File: src/rtl/ifu_fetch_buf.sv
// ifu_fetch_buf: instruction-fetch front end.
//   Generates fetch PCs, issues req/gnt transactions to instruction memory, buffers
//   in-order responses in a small circular queue and presents one instruction per
//   cycle to the ID stage. Wrong-path responses still in flight after a flush or
//   redirect are discarded by a kill counter.
// Ports:
//   clk, srst                       clock, synchronous active-high reset
//   if_stall                        ID cannot accept the head entry
//   if_flush, if_flush_force        discard queue and in-flight fetches
//   redirect_en, redirect_pc        new fetch target (also flushes)
//   imem_req/addr/gnt               request channel to instruction memory
//   imem_rvalid/rdata/err           in-order response channel
//   if_valid/pc/inst/bus_err        head entry presented to ID
module ifu_fetch_buf #(
    parameter logic [31:0] RESET_VEC = 32'h0000_0000,
    parameter int unsigned DEPTH     = 4
) (
    input  logic        clk,
    input  logic        srst,
    input  logic        if_stall,
    input  logic        if_flush,
    input  logic        if_flush_force,
    input  logic        redirect_en,
    input  logic [31:0] redirect_pc,
    output logic        imem_req,
    output logic [31:0] imem_addr,
    input  logic        imem_gnt,
    input  logic        imem_rvalid,
    input  logic [31:0] imem_rdata,
    input  logic        imem_err,
    output logic        if_valid,
    output logic [31:0] if_pc,
    output logic [31:0] if_inst,
    output logic        if_bus_err
);

    localparam int unsigned CW = $clog2(DEPTH + 1);
    localparam int unsigned PW = (DEPTH > 1) ? $clog2(DEPTH) : 1;
    localparam logic [CW:0]   DepthW = (CW + 1)'(DEPTH);
    localparam logic [PW-1:0] LastPtr = PW'(DEPTH - 1);

    logic [31:0]   fetch_pc_q, fetch_pc_d;
    logic [31:0]   deliver_pc_q, deliver_pc_d;
    logic [CW-1:0] count_q, count_d;
    logic [CW-1:0] outst_q, outst_d;
    logic [CW-1:0] kill_q, kill_d;
    logic [PW-1:0] rd_ptr_q, rd_ptr_d;
    logic [PW-1:0] wr_ptr_q, wr_ptr_d;

    // Queue storage; only entries covered by count_q are ever observed, so no reset.
    logic [31:0] pc_mem_q   [DEPTH];
    logic [31:0] inst_mem_q [DEPTH];
    logic        err_mem_q  [DEPTH];

    logic        flush;
    logic        gnt_ok;
    logic        push;
    logic        pop;
    logic [CW:0] credit_used;
    logic [31:0] push_pc;

    function automatic logic [PW-1:0] ptr_inc(input logic [PW-1:0] p);
        if (p == LastPtr) begin
            return '0;
        end
        return p + 1'b1;
    endfunction

    assign flush       = if_flush | if_flush_force | redirect_en;
    // Credit rule: issued-but-unanswered plus buffered never exceeds DEPTH, so a
    // response always finds a free slot.
    assign credit_used = {1'b0, outst_q} + {1'b0, count_q};
    assign imem_req    = !srst && !flush && (credit_used < DepthW);
    assign imem_addr   = fetch_pc_q;

    assign gnt_ok  = imem_req & imem_gnt;
    assign push    = imem_rvalid && !flush && (kill_q == '0);
    assign pop     = if_valid && !if_stall && !flush;
    // Entries are in order, so a new entry sits count_q words past the head PC.
    assign push_pc = deliver_pc_q + {{(30 - CW){1'b0}}, count_q, 2'b00};

    assign if_valid   = (count_q != '0);
    assign if_pc      = if_valid ? pc_mem_q[rd_ptr_q] : 32'h0;
    assign if_bus_err = if_valid & err_mem_q[rd_ptr_q];
    assign if_inst    = (if_valid && !err_mem_q[rd_ptr_q]) ? inst_mem_q[rd_ptr_q] : 32'h0;

    always_comb begin
        fetch_pc_d   = fetch_pc_q;
        deliver_pc_d = deliver_pc_q;
        count_d      = count_q;
        kill_d       = kill_q;
        rd_ptr_d     = rd_ptr_q;
        wr_ptr_d     = wr_ptr_q;
        outst_d      = outst_q + CW'(gnt_ok) - CW'(imem_rvalid);

        if (flush) begin
            count_d  = '0;
            rd_ptr_d = '0;
            wr_ptr_d = '0;
            // Everything still in flight belongs to the abandoned path.
            kill_d   = outst_q - CW'(imem_rvalid);
            if (redirect_en) begin
                fetch_pc_d   = {redirect_pc[31:2], 2'b00};
                deliver_pc_d = {redirect_pc[31:2], 2'b00};
            end else begin
                fetch_pc_d   = deliver_pc_q;
            end
        end else begin
            if (imem_rvalid && (kill_q != '0)) begin
                kill_d = kill_q - 1'b1;
            end
            if (gnt_ok) begin
                fetch_pc_d = fetch_pc_q + 32'd4;
            end
            if (push) begin
                wr_ptr_d = ptr_inc(wr_ptr_q);
            end
            if (pop) begin
                rd_ptr_d     = ptr_inc(rd_ptr_q);
                deliver_pc_d = deliver_pc_q + 32'd4;
            end
            count_d = count_q + CW'(push) - CW'(pop);
        end
    end

    always_ff @(posedge clk) begin
        if (srst) begin
            fetch_pc_q   <= RESET_VEC;
            deliver_pc_q <= RESET_VEC;
            count_q      <= '0;
            outst_q      <= '0;
            kill_q       <= '0;
            rd_ptr_q     <= '0;
            wr_ptr_q     <= '0;
        end else begin
            fetch_pc_q   <= fetch_pc_d;
            deliver_pc_q <= deliver_pc_d;
            count_q      <= count_d;
            outst_q      <= outst_d;
            kill_q       <= kill_d;
            rd_ptr_q     <= rd_ptr_d;
            wr_ptr_q     <= wr_ptr_d;
        end
    end

    always_ff @(posedge clk) begin
        if (!srst && push) begin
            pc_mem_q[wr_ptr_q]   <= push_pc;
            inst_mem_q[wr_ptr_q] <= imem_rdata;
            err_mem_q[wr_ptr_q]  <= imem_err;
        end
    end

endmodule

File: config.mk
export PLATFORM = sky130hd
export DESIGN_NAME = ifu_fetch_buf
export DESIGN_NICKNAME = d
export VERILOG_FILES = /design/src/rtl/ifu_fetch_buf.sv
export SDC_FILE = /design/constraint.sdc
export NUM_CORES = 1
export LEC_CHECK = 0
export CELL_PAD_IN_SITES_DETAIL_PLACEMENT = 2
export CELL_PAD_IN_SITES_GLOBAL_PLACEMENT = 2
export CORE_MARGIN = 4
export CORE_UTILIZATION = 41
export CTS_BUF_LIST = sky130_fd_sc_hd__clkbuf_4 sky130_fd_sc_hd__clkbuf_8
export DETAILED_ROUTE_END_ITERATION = 7
export GPL_ROUTABILITY_DRIVEN = 0
export PLACE_DENSITY = 0.83
export SKIP_CTS_REPAIR_TIMING = 1
export SYNTH_ARGS = -nofsm -noshare
export SYNTH_HDL_FRONTEND = slang
export SYNTH_SLANG_ARGS = --single-unit
File: constraint.sdc
create_clock -name clk -period 4.6 [get_ports clk]
set_input_delay 0.92 -clock clk [delete_from_list [all_inputs] [get_ports clk]]
set_output_delay 0.92 -clock clk [all_outputs]
set_load 0.02 [all_outputs]
==> flow_results.org <==
** Worst setup path
- Counting both buffers and inverters, the worst setup path holds a total of 1.
- The largest single stage delay on the critical path is 0.66 ns.
- Data arrives at the worst endpoint at 3.05 ns.
- The worst setup path is launched from a flop.
- Slowest cell on crit path :: sky130_fd_sc_hd__clkdlybuf4s50_1
- The signal on the critical path passes through mux4_2 -> or2_2 -> nor2b_1 -> clkdlybuf4s50_1.
- Worst Setup End Kind :: primary output
- Crit path kind :: flop to primary output
- In this design, the largest share of critical-path delay is due to simple AND/OR/NAND/NOR gates.
- Critical path data required time :: 3.68 ns
- Of all nets on the critical path, the largest fanout is 32.

** Cells and area
- Final non-filler cell total :: 1874
- Count of inserted antenna diode cells :: 0
- Area grow syn2layout :: 21.0%
- At the end of the flow the core is filled with cells to 0.507.
- After routing the design area is 18700 sq um.
- For this run, the post-layout net count is 1425.
- Layout cell share with drive strength beyond 1 :: 0.151

** Drt
- Total number of vias :: 10900
- First-pass iteration count of the detailed router :: 5
- Detail-routed via count per cell :: 5.81
- Dividing the detail-routed wire length by the instance count gives 26.6 microns.
- The routed design has 49800 microns of wire.
- The detail route stage leaves a number of antenna-violating nets equal to 0.
- In the routed design, unresolved DRC markers number 0.
- For this block, the initial DRC count from the detailed router was 617.

** Place
- Summing all placed instances gives a cell area of 17600 sq um.
- During placement, the flow inserted port buffers numbering 169.
- Number of instances in the placed design :: 1775
- Worst slack, placed :: 0.778 ns
- Once detailed placement completed, the half-perimeter wirelength came to 33300 microns.

** STA
- In the post-route analysis, the smallest setup slack over all paths is 0.635 ns.
- In the finished design, the share of the clock period the worst path needs comes to 0.862.
- Transition time at the pin with the least slew margin :: 1.11 ns
- The max-slew violation count is 0.
- Setup repair after global routing missed its margin :: no
- Hold Vio Cnt, Final :: 0
- Setup violations remaining at the end of the flow were counted as 0.
- Adding up every negative setup slack in the final design gives 0 ns.
- Clock skew after layout :: 0.0335 ns
- For this run, the top clock speed supported by timing is 252 MHz.
- Min Clock Period, post-route :: 3.97 ns
- Slew margin rel. :: 0.251

** Clock tree
- Longest Clk Path Bufs :: 3
- CTS built an H-tree with a depth of 2.
- The later pin in the worst-skew pair is clocked with a latency of 0.62 ns.
- Clock transition time at the flip-flop clock pins of the worst setup and hold paths :: 0.06 ns
- TritonCTS built the clock tree.
- The clock net in this run drives a total of 337 sinks.
- The tree is rooted in a sky130_fd_sc_hd__clkbuf_8.
- Clock buffer count from CTS :: 56

** Yosys
- Yosys cell types :: 74
- Cell type with the largest total area after synthesis :: sky130_fd_sc_hd__edfxtp_1
- Share of synthesized registers carrying an async set or reset :: 0
- After synthesis the cells add up to 15500 sq um.
- Synth Net Count :: 1253
- Synthesis produced 1157 cells.
- The share of synthesized area in the top cell type comes to 0.505.
- After synthesis the netlist holds a flip-flop and latch count of 337.
- Share of the yosys chip area belonging to registers :: 0.605
- By area the synthesized netlist is led by sky130_fd_sc_hd__edfxtp_1, sky130_fd_sc_hd__dfxtp_1, sky130_fd_sc_hd__mux4_2.
- By instance count, the leading cell after synthesis is sky130_fd_sc_hd__edfxtp_1.
- During synthesis, Yosys emitted a total of 0 warnings.
- After synthesis, the mean cell area works out to 13.4 sq um.
- The most used flip-flop cell after synthesis is sky130_fd_sc_hd__edfxtp_1.
- Counting flops with a built-in enable in the synthesized netlist gives 260.
- The commonest cells after synthesis are sky130_fd_sc_hd__edfxtp_1, sky130_fd_sc_hd__dfxtp_1, sky130_fd_sc_hd__nand2_1.

** Hold path
- The path class of the tightest hold or removal check is flop to flop.

** GRT
- For this run the aggregate overflow at the end of global routing stands at 0.
- The number of antenna violations at the first check in global routing was 0.
- The via count of the first global-routing pass came to 11900.
- Maximum number of pins on one net before global-route repair :: 77
- In the global route stage, overall resource usage came out at 0.240.
- Global-route wire length before repair :: 76300 microns

** Pwr
- The analysis attributes to cell leakage a power of 0.00605 uW.
- In this run the power density over the cells is 348 nW/um^2.
- VDD sags by at most 0.194 mV.

** Floorplanning
- Die area :: 40900 sq um
- 172 I/O pins were placed.
- Floorplan Core Area :: 36900 sq um
- Effective utilization at floorplan :: 0.419
- Chip width :: 202 microns
- Row count :: 70
- Measured along the y axis, the die boundary spans 202 microns.

** Job
- Maximum capacitance violations :: 0

** Run status
- Result of the run :: finished, final reports clean
power by group:
part / total (uW) / switching [uW] / internal, uW
Clock: 2640 / 1250 / 1390
Sequential: 3400 / 81.6 / 3320
Combinational: 454 / 257 / 197
final timing paths:
check	start	to	slack (ns)	depth (start not counted)
worst max-delay path	flop	if_inst[2]	0.63	4
worst min-delay path	imem_addr[1]	pc_mem_q[1][1]	0.54	0
worst max register to register	deliver_pc_q[2]	pc_mem_q[1][20]	1.56	7
worst min register to register	imem_addr[1]	pc_mem_q[1][1]	0.54	0
final cells by class:
cell class / count / area (sq um)
Fill cell: 3529 / 18200
Tap cell: 504 / 631
Clock inverter: 21 / 125
Inverter: 27 / 104
Timing Repair Buffer: 190 / 1880
Multi-Input combinational cell: 717 / 5660
Clock buffer: 78 / 955
Sequential cell: 337 / 9350
kinds of logic (layout without fill, tap and decap cells):
kind of cell               Yosys count  in the layout  synth area share
AOI/OAI and AO/OA                  172            172            0.0740
xor gates and xnor gates            53             53            0.0300
adders and majority gates           23             23            0.0201
buffers and inverters              103            316            0.0297
DFF                                337            337             0.605
muxes                               75             75             0.101
and+or+nand+nor                    394            394             0.140
metrics by stage:
stage,hold slack (ns),total power (uW)
2_1_floorplan,0.454,3690
3_3_place_gp,0.470,3890
3_5_place_dp,0.513,3910
4_1_cts,0.533,6570
5_1_grt,0.549,6750
6_report,0.539,6500
flip-flops by register name, summed over array words and instances (netlist names), named ones only:
name,count
imem_addr,31
deliver_pc_q,31
outst_q,3
count_q,3
inst_mem_q,128
err_mem_q,4
kill_q,3
pc_mem_q,128
wr_ptr_q,2
rd_ptr_q,2
cells in the final DEF, fill, tap and decap left out, types with 4 or more instances in the layout:
master	instances
sky130_fd_sc_hd__edfxtp_1	260
sky130_fd_sc_hd__clkdlybuf4s50_1	167
sky130_fd_sc_hd__nand2_1	77
sky130_fd_sc_hd__dfxtp_1	75
sky130_fd_sc_hd__mux4_2	65
sky130_fd_sc_hd__clkbuf_8	59
sky130_fd_sc_hd__nor2_1	49
sky130_fd_sc_hd__a21oi_1	46
sky130_fd_sc_hd__nor2b_1	44
sky130_fd_sc_hd__and2_1	42
sky130_fd_sc_hd__nor3_1	36
sky130_fd_sc_hd__nand3_1	35
sky130_fd_sc_hd__xnor2_1	35
sky130_fd_sc_hd__o21ai_0	29
sky130_fd_sc_hd__inv_1	26
sky130_fd_sc_hd__nand4_1	22
sky130_fd_sc_hd__ha_1	20
sky130_fd_sc_hd__clkbuf_4	19
sky130_fd_sc_hd__xor2_1	18
sky130_fd_sc_hd__buf_4	18
sky130_fd_sc_hd__a211oi_1	16
sky130_fd_sc_hd__and3_1	16
sky130_fd_sc_hd__nor4_1	14
sky130_fd_sc_hd__a22oi_1	11
sky130_fd_sc_hd__nand2b_1	10
sky130_fd_sc_hd__clkinv_2	10
sky130_fd_sc_hd__and4_1	9
sky130_fd_sc_hd__mux2i_1	9
sky130_fd_sc_hd__o21a_1	9
sky130_fd_sc_hd__clkinv_1	8
sky130_fd_sc_hd__or2_2	7
sky130_fd_sc_hd__o22ai_1	7
sky130_fd_sc_hd__or3_1	6
sky130_fd_sc_hd__nor3b_1	6
sky130_fd_sc_hd__a31oi_1	6
sky130_fd_sc_hd__o31ai_1	5
sky130_fd_sc_hd__and2_2	4
sky130_fd_sc_hd__a221oi_1	4
sky130_fd_sc_hd__a21boi_0	4
per-layer routing:
metal,GRT usage,up-vias,wire [microns]
met5,0,-,0
met4,0.0519,0,817
met3,0.0412,65,2730
met2,0.412,372,24700
met1,0.323,5690,21500
li1,-,4756,-
No activity file was read; power rests on OpenSTA's default activity.
